[config.mk]
export PLATFORM = sky130hd
export DESIGN_NAME = stripe_scheduler
export DESIGN_NICKNAME = d
export VERILOG_FILES = /design/src/rtl/stripe_pkg.sv /design/src/rtl/stripe_scheduler_rr_arb2.sv /design/src/rtl/stripe_scheduler.sv
export SDC_FILE = /design/constraint.sdc
export NUM_CORES = 1
export LEC_CHECK = 0
export ABC_AREA = 1
export BUFFER_PORTS_ARGS = -buffer_cell sky130_fd_sc_hd__buf_2
export CORE_MARGIN = 1
export CORE_UTILIZATION = 47
export CTS_CLUSTER_DIAMETER = 100
export DETAILED_ROUTE_END_ITERATION = 12
export PLACE_DENSITY = 0.8
export SYNTH_ARGS = -nofsm -noshare
export SYNTH_HDL_FRONTEND = slang
export SYNTH_SLANG_ARGS = --single-unit
[constraint.sdc]
create_clock -name clock2 -period 1.9 [get_ports clock2]
set_clock_uncertainty 0.1 [all_clocks]
set_input_delay 0.19 -clock clock2 [delete_from_list [all_inputs] [get_ports clock2]]
set_output_delay 0.19 -clock clock2 [all_outputs]
set_load 0.005 [all_outputs]
[src/rtl/stripe_pkg.sv]
// rtl/stripe_pkg.sv - shared types and constants for the stripe scheduler
package stripe_pkg;

    localparam int DATA_W = 32;
    localparam logic [DATA_W-1:0] PAD_WORD = 32'hF7F7_F7F7;

    typedef enum logic [1:0] {
        IDLE   = 2'd0,
        GRANT0 = 2'd1,
        GRANT1 = 2'd2,
        PAD    = 2'd3
    } state_t;

endpackage

[src/rtl/stripe_scheduler_rr_arb2.sv]
// rtl/stripe_scheduler_rr_arb2.sv - two-input round-robin pointer and tie-break decision
module rr_arb2 (
    input  logic       clock2,
    input  logic       reset_L,
    input  logic [1:0] req,
    input  logic       update,
    input  logic       served,
    output logic       pick
);

    // rr_ptr names the requester that wins a tie; it moves away from whoever just finished.
    logic rr_ptr;

    always_ff @(posedge clock2 or negedge reset_L) begin
        if (!reset_L) begin
            rr_ptr <= 1'b0;
        end else if (update) begin
            rr_ptr <= ~served;
        end
    end

    always_comb begin
        pick = 1'b0;
        case (req)
            2'b01:   pick = 1'b0;
            2'b10:   pick = 1'b1;
            2'b11:   pick = rr_ptr;
            default: pick = 1'b0;
        endcase
    end

endmodule

[src/rtl/stripe_scheduler.sv]
// rtl/stripe_scheduler.sv - two-requester packet arbiter feeding a 1/2-lane striper (option: STRIPE_PAD_EN)
module stripe_scheduler
    import stripe_pkg::*;
#(
    parameter int MAX_PKT_WORDS = 64
) (
    input  logic              clock2,
    input  logic              reset_L,
    input  logic              req0_valid,
    input  logic [DATA_W-1:0] req0_data,
    input  logic              req0_eop,
    output logic              req0_ready,
    input  logic              req1_valid,
    input  logic [DATA_W-1:0] req1_data,
    input  logic              req1_eop,
    output logic              req1_ready,
    input  logic              lanes_2,
    output logic [DATA_W-1:0] data_out,
    output logic              valid_out,
    output logic              lane_sel,
    output logic [1:0]        grant,
    output logic              pkt_err
);

    localparam int CNT_W = $clog2(MAX_PKT_WORDS + 1);

    state_t            state;
    logic              lanes2_q;
    logic              lane_ptr;
    logic [CNT_W-1:0]  word_cnt;

    logic              accept;
    logic [DATA_W-1:0] acc_data;
    logic              acc_eop;
    logic              at_limit;
    logic              forced;
    logic              pkt_end;
    logic              next_lane;
    logic              pick;

    assign req0_ready = (state == GRANT0);
    assign req1_ready = (state == GRANT1);
    assign grant      = {state == GRANT1, state == GRANT0};

    always_comb begin
        acc_data = '0;
        acc_eop  = 1'b0;
        accept   = 1'b0;
        if (state == GRANT0) begin
            acc_data = req0_data;
            acc_eop  = req0_eop;
            accept   = req0_valid;
        end else if (state == GRANT1) begin
            acc_data = req1_data;
            acc_eop  = req1_eop;
            accept   = req1_valid;
        end
    end

    // The word that reaches the limit closes the packet just as an eop would.
    assign at_limit  = (word_cnt == CNT_W'(MAX_PKT_WORDS - 1));
    assign forced    = accept & ~acc_eop & at_limit;
    assign pkt_end   = accept & (acc_eop | at_limit);
    assign next_lane = lanes2_q ? ~lane_ptr : 1'b0;

    rr_arb2 u_rr_arb2 (
        .clock2  (clock2),
        .reset_L (reset_L),
        .req     ({req1_valid, req0_valid}),
        .update  (pkt_end),
        .served  (state == GRANT1),
        .pick    (pick)
    );

    always_ff @(posedge clock2 or negedge reset_L) begin
        if (!reset_L) begin
            state     <= IDLE;
            lanes2_q  <= 1'b0;
            lane_ptr  <= 1'b0;
            word_cnt  <= '0;
            data_out  <= '0;
            valid_out <= 1'b0;
            lane_sel  <= 1'b0;
            pkt_err   <= 1'b0;
        end else begin
            valid_out <= 1'b0;
            pkt_err   <= forced;

            if (accept) begin
                data_out  <= acc_data;
                valid_out <= 1'b1;
                lane_sel  <= lane_ptr;
                lane_ptr  <= next_lane;
                if (word_cnt != CNT_W'(MAX_PKT_WORDS)) begin
                    word_cnt <= word_cnt + CNT_W'(1);
                end
            end

            case (state)
                IDLE: begin
                    if (req0_valid || req1_valid) begin
                        state    <= pick ? GRANT1 : GRANT0;
                        lanes2_q <= lanes_2;
                        word_cnt <= '0;
`ifdef STRIPE_PAD_EN
                        lane_ptr <= 1'b0;
`endif
                    end
                end
                GRANT0, GRANT1: begin
                    if (pkt_end) begin
                        word_cnt <= '0;
`ifdef STRIPE_PAD_EN
                        // Odd word count in two-lane mode leaves lane 1 empty; fill it.
                        state <= (lanes2_q && next_lane) ? PAD : IDLE;
`else
                        state <= IDLE;
`endif
                    end
                end
                PAD: begin
`ifdef STRIPE_PAD_EN
                    data_out  <= PAD_WORD;
                    valid_out <= 1'b1;
                    lane_sel  <= 1'b1;
`endif
                    state <= IDLE;
                end
                default: state <= IDLE;
            endcase
        end
    end

endmodule

Yosys cells after proc, flatten, opt, wreduce, memory -nomap -nowiden
Index checks and enable logic that the tools add are counted.
{ "totals": {"register_bits": 47, "inputBits": 71, "output_inout_bits": 39, "word_cells": 49} }
{ "op_classes": {"n_addsub": 1, "n_eq_ne": 9, "mux": 18, "bitwise_logic": 7, "n_reduce_logical": 5} }
{ "ops": {"columns": ["op", "count"], "rows": [
  ["two-way mux 32 bit", 2],
  ["two-way mux 7 bit", 4],
  ["one-hot mux 7 bit (2 select lines)", 1],
  ["equality test 2 bit, second input constant", 4],
  ["adder 7 x 1 -> 7 bit, second input constant", 1],
  ["equality test 7 x 6 -> 1 bit, second input constant", 1],
  ["!= test 7 bit, second input constant", 1],
  ["two-way mux 1 bit", 6],
  ["two-way mux 2 bit", 3],
  ["one-hot mux 2 bit (3 select lines)", 1],
  ["!= test 2 bit, second input constant", 2],
  ["AND reduction 2 bit", 2],
  ["bitwise AND 1 bit", 3],
  ["NOT 1 bit", 3],
  ["equality test 2 x 1 -> 1 bit, second input constant", 1],
  ["logical NOT 2 bit", 1],
  ["one-hot mux 1 bit (2 select lines)", 1],
  ["OR reduction 2 bit", 1],
  ["logical OR 1 bit", 1],
  ["OR 1 bit", 1]
]} }

Longest topological paths before layout
{ "logic_depth": {"ltp_word": 7, "mapped_depth": 13, "depth_no_buf": 11} }

Modules after synthesis
Synthesis repeated with hierarchy kept, for this count alone.
{ "hier_totals": {"hier_cells": 310, "area_unflattened_um2": 2476.1} }
{ "modules_own_cells": {"columns": ["mod", "n_inst", "cells_each", "area_each_um2"], "rows": [
  ["stripe_scheduler", 1, 300, 2416.1],
  ["rr_arb2", 1, 10, 60.1]
]} }

Worst setup path before layout
OpenSTA, ideal clock, no wires.
{ "synth_path": {"path_type": "reg2reg", "start": "register state[0]", "end": "register data_out[0]", "arrival_ps": 1417, "required_time_ps": 1670, "setup_slack_ps": 253, "path_stages_with_launch": 9, "period_less_slack_ps": 1647, "cell_sequence": "dfrtp_1 > inv_1 > ha_1 > buf_2 > nand3_2 > nand2_4 > buf_6 > buf_2 > a31oi_1"} }
{ "synth_between": {"elab_chain_len": 3, "word_cells_on_any_way": 6} }
{ "synth_lines": {"columns": ["item", "line_no", "text"], "rows": [
  ["start, declared", "stripe_scheduler.sv:27", "state_t state;"],
  ["start signal, assigned", "stripe_scheduler.sv:102", "state <= pick ? GRANT1 : GRANT0;"],
  ["equality test 2 bit *", null, null],
  ["via req1_ready", "stripe_scheduler.sv:16", "output logic req1_ready,"],
  ["two-way mux 32 bit or two-way mux 1 bit (tied branches)", "stripe_scheduler.sv:53", "end else if (state == GRANT1) begin"],
  ["two-way mux 32 bit or two-way mux 1 bit (tied branches)", "stripe_scheduler.sv:49", "if (state == GRANT0) begin"],
  ["end signal, assigned", "stripe_scheduler.sv:90", "data_out <= acc_data;"],
  ["end, declared", "stripe_scheduler.sv:18", "output logic [DATA_W-1:0] data_out,"]
]} }
The timed path passes the listed nets; every way through them passes the cells marked *.
A chain may end at the register's enable or synchronous reset.

Final worst setup path
{ "layout_path": {"start": "register state[1]", "end": "register word_cnt[5]"} }
{ "layout_between": {"elab_chain_len": 7, "word_cells_on_any_way": 14} }
{ "layout_lines": {"columns": ["item", "line_no", "text"], "rows": [
  ["equality test 2 bit", "stripe_scheduler.sv:53, stripe_scheduler.sv:99", null],
  ["two-way mux 1 bit", "stripe_scheduler.sv:53", null],
  ["two-way mux 1 bit", "stripe_scheduler.sv:49", null],
  ["OR 1 bit", "stripe_scheduler.sv:63", "assign pkt_end = accept & (acc_eop | at_limit);"],
  ["bitwise AND 1 bit", "stripe_scheduler.sv:63", null],
  ["two-way mux 7 bit", "stripe_scheduler.sv:111", "if (pkt_end) begin"],
  ["one-hot mux 7 bit (2 select lines) *", "stripe_scheduler.sv:99", "case (state)"],
  ["end signal, assigned", "stripe_scheduler.sv:95", "word_cnt <= word_cnt + CNT_W'(1);"],
  ["end, declared", "stripe_scheduler.sv:30", "logic [CNT_W-1:0] word_cnt;"]
]} }
Every way passes the cells marked *; elsewhere a longest branch is shown, timed or not.

==> results.md <==
* Outcome: finished, final reports clean
* Port bufs at 109
* Placed cell area at 3040 um^2
* Total track usage at 0.226
* Clk pwr share at 0.153
* Worst VDD drop at 715 uV
* Yosys top cell area share at 0.478
* H-Tree Depth at 2
* CP endpoint kind: flip-flop
* CP Data Arrival Time at 1900 ps
* Die ar. at 5530 um^2
* Setup TNS at 0 ps
* Setup Crit Path Kind: reg2reg
* Total CTS buffers at 5
* Fin. max-slew vios at 0
* Synth Cell Area at 2460 um^2
* Pre-antenna DRT Iters at 4
* DP Wirelength at 4.45 mm
* Seq/Total Area, Yosys at 0.478
* Pwr Density at 1460 nW/um^2
* Io pins at 110
* Antenna diode count at 0
* Gr ovfl total at 0
* Final Core Density at 0.652
* Simple-Gate Fraction of Synth Area at 0.279
* Headroom to the max-slew limit at 0.647
* Largest family of logic cells by synthesized area: simple AND/OR/NAND/NOR gates
* Switching fraction of total power at 0.401
* DRT iter0 DRCs at 173
* Design Area, Final at 3180 um^2
* Flop pwr share at 0.371
* Fmax at 556 MHz
* Clk_lat worst skew at 290 ps
* Nets at 484
* Post-synthesis mux area share at 0.00458
* Finish-stage setup viols at 0
* CTS Sinks at 47
* Num rows at 25
* Hold WC Path Type: in2reg
* Routability cong. at 0.865
* CP max FO at 17
* Chip height at 74.3 um
* Worst slew pin tran at 530 ps
* Synth Register Bits at 47
* Post-detailed-route wirelength per cell at 13.1 um
* Initial core utilization at 0.504
* Fill cells at 419
* DR vias at 2413
* Antenna violations before repair at 0
* Largest net degree at the start of global routing at 36
* Hold Vio Cnt, Final at 0
* CTS tree: built
* Pleak at 1.61 nW
* Post-Synth XOR/XNOR Area at 0.0107
* NetSw at 0.00186 W
* Syn Nets at 379
* DR vias/cell at 5.10
* DRC viols at 0
* Max-cap viol count at 0
* Gate power share at 0.477
* WP data required at 2000 ps
* Synth Area per Inst at 8.17 um^2
* Synth unique cells at 23
* Vias in the first global route at 2051
* Overall Power at 0.00464 W
* Adder-Cell Fraction of Synth Area at 0.0356
* Clk pin slew, worst setup/hold paths at 90 ps
* Core area at 4880 um^2
* Global-route wire length before repair at 9.34 mm
* Period utilisation layout at 0.947
* Synthesis warning total at 0
* Share of layout cells above drive strength 1 at 0.330
* Synth Area in Compound Gates at 0.102
* P_int at 0.00278 W
* Crit start category: flip-flop
* Antenna-violating nets left at 0
* Post-synthesis instance total at 301
* Clk buf depth at 2
* Area growth from synthesis to layout at 29.2%
* Dominant cells by area after synthesis: dfrtp_1 48%, nand2_1 10%, nand3_1 8.3%
* Final min period at 1800 ps
* Pre-CTS setup slack at 27.4 ps
* CTS root buffer: clkbuf_8
* Die W at 74.3 um
* Post-synth top area cell: dfrtp_1
* Setup ws final at 100 ps
* WL final at 6.19 mm
==> layer usage <==
layer | global-route usage | part of all wire | vias up
met5 | 0 | 0 | -
met4 | 0.0692 | 0.013 | 0
met3 | 0.0501 | 0.063 | 7
met2 | 0.388 | 0.49 | 95
met1 | 0.286 | 0.43 | 1108
li1 | - | - | 1203
==> layout by cell type (no fill, tap or decap), types with 2 or more instances in the layout <==
cell	netlist	final
buf_2	4	109
nand2_1	68	68
dfrtp_1	47	47
nand3_1	41	41
nor2_1	41	41
a31oi_1	32	32
inv_1	21	20
o21ai_0	7	7
buf_4	3	6
ha_1	7	5
clkbuf_8	0	5
nand3_2	3	3
a21oi_1	3	3
xor2_1	2	2
ha_2	0	2
buf_12	0	2
==> critical path, stage by stage, from the launching register on <==
cell and delay [ps]:
dfrtp_1 410, inv_1 110, ha_2 250, nand2_1 170
nand2_8 170, nand2_1 130, nand3_2 130, nand3_4 110
nand2_1 90, inv_1 40
==> Yosys cell counts <==
cell / instances
o21ai_0: 7
a31oi_1: 32
xnor2_1: 1
clkbuf_1: 9
nand4_1: 1
xor2_1: 2
a21oi_1: 3
nand2_4: 1
buf_4: 3
mux2_2: 1
nor2_1: 41
buf_6: 5
inv_1: 21
nand3_1: 41
buf_2: 4
nand3_4: 1
dfrtp_1: 47
clkinv_1: 1
inv_4: 1
nand2_1: 68
ha_1: 7
nand3_2: 3
nand3b_1: 1
==> metrics by stage <==
stage / hold slack (ps) / instances
global route: 16.5 / 473
global placement: 106 / 464
CTS: 21.6 / 472
floorplan: -206 / 301
detailed placement: 102 / 464
finish: 28.9 / 473
==> cell families after synthesis <==
family | after synthesis
adders and majority gates | 7
DFF | 47
muxes | 1
and+or+nand+nor | 157
buffers and inverters | 44
xor gates and xnor gates | 3
AOI/OAI and AO/OA | 42
==> area by class of cell <==
class | count | area (um^2) | area share
flip-flops and latches | 47 | 1180 | 0.370
multi-input cells | 210 | 1080 | 0.338
well taps | 67 | 83.8 | 0.0264
clock inverters | 1 | 30.0 | 0.00945
clock buffers | 6 | 72.6 | 0.0228
inverters | 23 | 88.8 | 0.0279
repair buffers | 119 | 652 | 0.205
==> power by group through the flow <==
stage	Clock, W	Combinational (W)	Sequential [W]
6_report	0.000708	0.00221	0.00172
5_1_grt	0.000754	0.00250	0.00178
4_1_cts	0.000726	0.00220	0.00172
3_5_place_dp	0	0.00219	0.00173
3_3_place_gp	0	0.00211	0.00173
2_1_floorplan	0	0.00142	0.00173
==> sequential cells by signal, summed over array words and instances (netlist names) <==
| register | flops |
|---|---|
| pkt_err | 1 |
| u_rr_arb2.rr_ptr | 1 |
| state | 2 |
| data_out | 32 |
| lane_ptr | 1 |
| word_cnt | 7 |
| valid_out | 1 |
| lane_sel | 1 |
| lanes2_q | 1 |
==> timing repair <==
item / 4_1_cts / 5_1_grt
gates resized for setup: 0 / 5
endpoints found under the hold margin: 22 / 0
endpoints found under the setup margin: 0 / 25
hold buffers: 1 / 0
setup buffers: 0 / 1
==> final timing paths <==
| path | startpoint | to | slack [ps] | cells past startpoint |
|---|---|---|---|---|
| max in group asynchronous | reset_L | data_out[16] | 880 | 3 |
| max | state[1] | word_cnt[5] | 100 | 9 |
| min reg2reg | lane_sel | lane_sel | 400 | 2 |
| min in group asynchronous | reset_L | data_out[26] | 300 | 2 |
| min | lanes_2 | lanes2_q | 30 | 2 |
| max reg2reg | state[1] | word_cnt[5] | 100 | 9 |
No activity file was read; power rests on OpenSTA's default activity.
